**src/rtl/output_port_allocator.sv**
```systemverilog
// output_port_allocator: per-output-port round-robin switch allocator with packet lock and credit gating
module output_port_allocator #(
  parameter int NUM_IN = 5,
  parameter int IDX_W  = 3
) (
  input  logic              clk,
  input  logic              rst,
  input  logic [NUM_IN-1:0] req,
  input  logic [NUM_IN-1:0] req_head,
  input  logic [NUM_IN-1:0] req_tail,
  input  logic              credit_avail,
  output logic [NUM_IN-1:0] grant,
  output logic [IDX_W-1:0]  grant_idx,
  output logic              out_unit_en,
  output logic              credit_decre,
  output logic              locked,
  output logic              proto_err
);
  typedef enum logic {IDLE, LOCKED} state_t;
  state_t           state, state_nxt;
  logic [IDX_W-1:0] rr_ptr, rr_ptr_nxt, owner, owner_nxt, win;
  logic             win_vld, proto_nxt;
  logic [NUM_IN-1:0] elig;
  assign elig = req & req_head;
  always_comb begin
    win = '0;
    win_vld = 1'b0;
    for (int k = NUM_IN - 1; k >= 0; k--) begin
      if (elig[(int'(rr_ptr) + k) % NUM_IN]) begin
        win_vld = 1'b1;
        win = IDX_W'((int'(rr_ptr) + k) % NUM_IN);
      end
    end
  end
  always_comb begin
    state_nxt = state;
    rr_ptr_nxt = rr_ptr;
    owner_nxt = owner;
    proto_nxt = proto_err;
    grant = '0;
    grant_idx = '0;
    if (state == IDLE) begin
      if (|(req & ~req_head)) proto_nxt = 1'b1;
      if (win_vld && credit_avail) begin
        grant = NUM_IN'(1) << win;
        grant_idx = win;
        rr_ptr_nxt = (win == IDX_W'(NUM_IN - 1)) ? '0 : win + IDX_W'(1);
        if (!req_tail[win]) begin
          owner_nxt = win;
          state_nxt = LOCKED;
        end
      end
    end else begin
      if (req[owner] && req_head[owner]) proto_nxt = 1'b1;
      if (req[owner] && credit_avail) begin
        grant = NUM_IN'(1) << owner;
        grant_idx = owner;
        if (req_tail[owner]) state_nxt = IDLE;
      end
    end
    if (rst) begin
      grant = '0;
      grant_idx = '0;
    end
  end
  always_ff @(posedge clk or posedge rst) begin
    if (rst) begin
      state <= IDLE;
      rr_ptr <= '0;
      owner <= '0;
      proto_err <= 1'b0;
    end else begin
      state <= state_nxt;
      rr_ptr <= rr_ptr_nxt;
      owner <= owner_nxt;
      proto_err <= proto_nxt;
    end
  end
  assign out_unit_en = |grant;
  assign credit_decre = |grant;
  assign locked = (state == LOCKED);
endmodule
```
**config.mk**
```make
export PLATFORM = sky130hd
export DESIGN_NAME = output_port_allocator
export DESIGN_NICKNAME = d
export VERILOG_FILES = /design/src/rtl/output_port_allocator.sv
export SDC_FILE = /design/constraint.sdc
export NUM_CORES = 1
export LEC_CHECK = 0
export CAP_MARGIN = 20
export CORE_MARGIN = 2
export CORE_UTILIZATION = 60
export CTS_CLUSTER_DIAMETER = 30
export DETAILED_ROUTE_END_ITERATION = 8
export GPL_ROUTABILITY_DRIVEN = 0
export PLACE_DENSITY = 0.85
export SETUP_SLACK_MARGIN = 0.5
export SYNTH_ARGS = -nofsm -noshare
export SYNTH_HDL_FRONTEND = slang
export SYNTH_SLANG_ARGS = --single-unit
```
**constraint.sdc**
```tcl
create_clock -name clk -period 7.3 [get_ports clk]
set_input_delay 0.73 -clock clk [delete_from_list [all_inputs] [get_ports clk]]
set_output_delay 0.73 -clock clk [all_outputs]
set_load 0.05 [all_outputs]
```
==> impl_results.md, run 1 <==
- TritonCTS Buffers: 3
- Cells along the critical path: inv_1 -> ha_2 -> inv_1 -> ha_1 -> nand2b_1 -> ha_1 -> nor2b_1 -> a21oi_1 -> o2111a_1 -> or3_1 -> a2111oi_2 -> a41o_1 -> a21oi_1 -> a21oi_1 -> nor2_1 -> inv_1 -> ha_1 -> ha_1 -> nand2_1 -> a21oi_1 -> clkdlybuf4s50_1
- Critical R2R Launch: rr_ptr[1]
- Largest net degree at the start of global routing: 29
- CTS sink count: 8
- Layout Nets: about 380
- Max_slew headroom: 50.7%
- Cell variety after synth: 72
- Outcome: completed
- Cell count of the worst reg-to-reg path: 19
- WP depth: 21
- Dpl cells: 385
- Setup crit end kind: output port
- FF+latch count, synth: 8
- WL per Instance: 16.9 um
- Asr flop ratio synth: 100%
- Antenna-violating nets left: 0
- Crit Path Class: flop to output port
- Final min period: 6.47 ns
- Number of port buffers: 29
- GRT Util Overall: 28.7%
- Most frequent cells in the layout: nor2_1 (31), clkdlybuf4s50_1 (26), nand2_1 (24)
- Crit path from: rr_ptr[1]
- # DRC: 0
- Min-delay src: proto_err
- Clock Skews: ~0.0042 ns
- Most used DFF post-synth: dfrtp_1
- Num ports: 30
- DRT Pass-1 Iters: 5
- Number of diodes: 0
- Hold slack final: slightly below 0.5 ns
- Period Utilization, post-route: 88.6%
- CTS tree: done
- Pins Over Slew Limit: 0
- Die Span Y: between 60 and 70 um
- Setup crit start kind: flop
- Synth Instances: 323
- Most common cell after layout, fill and taps aside: nor2_1
- Slew @ Worst Pin: 0.721 ns
- Clock root cell: clkbuf_8
- Worst-path fanout max: 16
- Sequential area share after synthesis: between 8 and 9%
- Final hold violation count: 0
- Cells on Worst Hold Path: 2
- Postcts setup bufs: 0
- Final core utilization: 72.3%
- Total core area: 3740 um^2
- Setup violations, final: 0
- Initial drt markers: about 340
- Vias per std cell: 6.53
- Critical path's slowest cell: clkdlybuf4s50_1
- Die footprint: 4470 um^2
- Type of the worst min-delay path: flop to flop
- Fmax achieved: 155 MHz
- Via count: 2,533
- Post-synth EDFFs: 0
- Req. time, crit path: 6.57 ns
- Fillers: 308
- Worst-case clock buffer depth: 2
- WHS Endpoint: proto_err
- Rows: 22
- Total wire length: ~6.5 mm
- Layout Cells excl Fill: 388
- Hold buffer count at cts: 0
- Worst path bufs/invs: 4
- Maxcap violations: 0
- Vias in the first global route: 2,175
- Mapped cell area: around 2400 um^2
- Area Growth Syn to Fin: 14.0%
- RR Endpoint: rr_ptr[2]
- Clk_lat worst skew: 0.23 ns
- FF-to-FF setup slack: 2.34 ns
- Unrepaired setup endpoints after global routing: false
- TNS Setup: 0 ns
- Initial Utilization: a little under two thirds
- Syn Area/Cell: 7.34 um^2
- Post-cts sizing count: 0
- Htree depth: 1
- Worst-path clk slew: 0.04 ns
- Dpl hpwl: slightly below 5 mm
- Layout cells sized above 1: 10.3%
- Top delay family on crit path: compound AO/OA/AOI/OAI gates
- Max incr delay on CP: 0.82 ns
- Remaining Overflow, GRT: 0
- Initial antenna violation count: 0
- Die X: 66.9 um
- Syn_nets: 364
- YS warnings: 0
- Crit path DAT: 5.74 ns
- First-pass GRT wire length: about 10 mm
layer usage:
layer  vias up  global-route usage [%]  part of all wire (%)
met1      1181                    39.6                    46
li1       1245                       -                     -
met3         4                    3.21                   6.6
met5         -                       0                     0
met2       103                    48.4                    47
met4         0                    4.85                  0.41
logic make-up after synthesis:
group	Yosys count	synth area share, %
adders and majority gates	24	12.6
and+or+nand+nor	117	26.0
buffers and inverters	43	7.54
xor gates and xnor gates	8	3.27
muxes	15	8.02
DFF	8	8.44
AOI/OAI and AO/OA	108	34.2
metrics by stage:
stage               area, um^2  setup WS, ns
detailed placement        2650         0.819
global route              2710         0.507
CTS                       2690         0.533
floorplan                 2370          1.57
global placement          2650          1.01
finish                    2710         0.830
synth_stat cells, types with 6 or more instances:
master,n,share of area [%]
a211oi_1,9,2.8
a21oi_1,22,4.6
buf_2,8,1.7
clkbuf_1,6,0.95
dfrtp_1,8,8.4
ha_1,23,12
inv_1,21,3.3
inv_2,6,0.95
mux2i_1,10,4.2
nand2_1,24,3.8
nand2b_1,9,2.4
nand3_1,8,1.7
nor2_1,31,4.9
nor3_1,9,1.9
o211ai_1,7,2.2
o21ai_0,19,4.0
xnor2_1,7,2.6
worst max-delay path by stage:
stage | endpoint | slack, ns
after floorplan | out_unit_en | 1.57
after global placement | credit_decre | 1.01
after detailed placement | credit_decre | 0.82
after CTS | credit_decre | 0.53
after global routing | grant[3] | 0.51
final | grant[3] | 0.83
flip-flops by register name, indices dropped and copies added, names as in the netlist:
name	cells
rr_ptr	3
locked	1
proto_err	1
owner	3
layout make-up:
type,instances,area (um^2),area share [%]
Clock buffer,3,41.3,1.53
Inverter,27,101,3.75
Multi-Input combinational cell,272,2000,73.8
Sequential cell,8,201,7.45
Tap cell,48,60.1,2.22
Timing Repair Buffer,30,305,11.3
tightest hold or removal path, cell delays in order, from the launching register on:
cell     delay (ns)
dfrtp_1        0.34
a21oi_1        0.04
o31ai_1        0.06
Power of run 1 is left out: the tool's default activity adds up to more than one toggle a clock period on the data nets, which glitch-free logic cannot reach.
==> inputs of run 2 (changes only) <==
Settings changed: SLEW_MARGIN from default to 20.
==> results of run 2 <==
Final layout, timing and power as in run 1 (identical DEF).
Power of run 2 is left out for the same reason.
==> inputs of run 3 (changes only) <==
Settings changed: CORE_UTILIZATION 60 to 40, PLACE_DENSITY 0.85 to default.
==> impl_results.md, run 3 (synthesis gave the netlist of run 1 again) <==
- Outcome: completed
- Antenna-violating nets left: 0 (unchanged)
- Number of diodes: 0 (unchanged)
- Setup crit end kind: output port
- Total wire length: 6.87 mm (+5.0%)
- Num ports: 30 (unchanged)
- Total core area: 5820 um^2 (+55%)
- Fmax achieved: 156 MHz (+1.1%)
- Initial antenna violation count: 0 (unchanged)
- # DRC: 0 (unchanged)
- Area Growth Syn to Fin: 15.7%
- Cell count of the worst reg-to-reg path: 19 (unchanged)
- Initial Utilization: 40.8% (-23 points)
- Most frequent cells in the layout: nor2_1 (31), nand2_1 (24), clkdlybuf4s50_1 (24)
- Layout Nets: 383 (unchanged)
- Rows: 28 (+27%)
- TNS Setup: 0 ns (unchanged)
- Dpl hpwl: 5.37 mm (+10%)
- Maxcap violations: 0 (unchanged)
- Largest net degree at the start of global routing: 29 (unchanged)
- Crit path DAT: 5.67 ns (-0.07 ns)
- Hold slack final: 0.485 ns (-0.00190 ns)
- RR Endpoint: rr_ptr[2]
- FF+latch area: 201 um^2 (unchanged)
- Worst-path clk slew: 0.04 ns (about the same)
- CTS sink count: 8 (unchanged)
- DRT Pass-1 Iters: 5 (unchanged)
- Htree depth: 1 (unchanged)
- Worst-case clock buffer depth: 2 (unchanged)
- Met1 Use GR: 29.2% (-10 points)
- Fillers: 596 (+94%)
- Postcts setup bufs: 0 (unchanged)
- Final hold violation count: 0 (unchanged)
- Clock root cell: clkbuf_8
- Type of the worst min-delay path: flop to flop
- Setup violations, final: 0 (unchanged)
- Crit Path Class: flop to output port
- Via count: 2,556 (+0.91%)
- Vias in the first global route: 2,450 (+13%)
- Most common cell after layout, fill and taps aside: nor2_1
- GRT Util Overall: 21.7% (-7.0 points)
- Clk_lat worst skew: 0.23 ns (about the same)
- Pins Over Slew Limit: 0 (unchanged)
- WL per Instance: 16.6 um (-1.8%)
- Max_slew headroom: 41.8% (-8.9 points)
- Min-delay src: proto_err
- GRT busiest layer: met2
- Number of port buffers: 29 (unchanged)
- CTS tree: done
- Layout cells sized above 1: 10.3% (unchanged)
- Remaining Overflow, GRT: 0 (unchanged)
- WHS Endpoint: proto_err
- Cells on Worst Hold Path: 2 (unchanged)
- First-pass GRT wire length: 11.4 mm (+12%)
- TritonCTS Buffers: 3 (unchanged)
- Biggest regs: owner x3, rr_ptr x3
- FF-to-FF setup slack: 2.28 ns (-0.06 ns)
- Grt met3 use: 2.00% (-1.2 points)
- Final min period: 6.40 ns (-0.0689 ns)
- Period Utilization, post-route: 87.7% (-0.94 points)
- Clock Skews: 0.000546 ns (-0.00363 ns)
- Die X: 81.0 um (+21%)
- Unrepaired setup endpoints after global routing: false
- Req. time, crit path: 6.57 ns (about the same)
- Die footprint: 6560 um^2 (+47%)
- Setup crit start kind: flop
- Vias per std cell: 6.16 (-5.7%)
- Slew @ Worst Pin: 0.851 ns (+0.131 ns)
- Initial drt markers: 149 (-56%)
- M2 GR Usage: 35.3% (-13 points)
- Area of the multi-input gates: 2000 um^2 (unchanged)
- Worst-path fanout max: 16 (unchanged)
- Die Span Y: 81.0 um (+21%)
- Critical R2R Launch: rr_ptr[1]
[run 3: cell count changes in the layout (fill, tap and decap cells not counted), sizes merged]
cell,delta
dlymetal6s2s,+2
clkdlybuf4s50,-2
[run 3: final cells by class]
class / count / share of cell area (%)
inverter: 27 / 3.69
sequential: 8 / 7.34
clock buffer: 3 / 1.50
timing repair buffer: 30 / 11.3
multi-input combinational: 272 / 72.7
tap: 75 / 3.42
[run 3: worst max-delay path, cell delays in order, from the launching register on]
cell,delay (ns)
dfrtp_2,0.50
inv_1,0.25
ha_2,0.24
inv_1,0.09
ha_1,0.42
nand2b_1,0.22
ha_1,0.30
nor2b_1,0.17
a21oi_1,0.14
o2111a_1,0.32
or3_1,0.38
a2111oi_2,0.41
nand4b_1,0.22
o211a_1,0.43
and2_1,0.27
a32oi_1,0.10
nor2_1,0.13
clkdlybuf4s50_1,0.82
[run 3: worst max-delay path by stage]
stage	to	start	cells after the start
after floorplan	out_unit_en	rr_ptr[1]	22
after global placement	out_unit_en	rr_ptr[1]	20
after detailed placement	credit_decre	rr_ptr[1]	20
after CTS	credit_decre	rr_ptr[1]	20
after global routing	grant[2]	rr_ptr[1]	17
final	grant[2]	rr_ptr[1]	17
[run 3: what timing repair did]
action                     in CTS  in global routing
setup endpoints to repair       0                  8
hold buffers                    0                  0
gates resized for setup         0                  7
[run 3: routing by layer]
metal / wire length (um) / part of all wire, %
met5: 0 / 0
met4: 186 / 2.7
met3: 316 / 4.6
met2: 3210 / 47
met1: 3160 / 46
[run 3: stage by stage]
step | area (um^2) | cells | worst slack (ns) | utilization (%)
6_report | 2740 | 415 | 0.898 | 47.2
5_1_grt | 2740 | 415 | 0.548 | 47.2
4_1_cts | 2730 | 415 | 0.526 | 46.9
3_5_place_dp | 2690 | 412 | 0.813 | 46.2
3_3_place_gp | 2690 | 412 | 0.918 | 46.2
2_1_floorplan | 2370 | 323 | 1.57 | -
Power of run 3 is left out for the same reason.
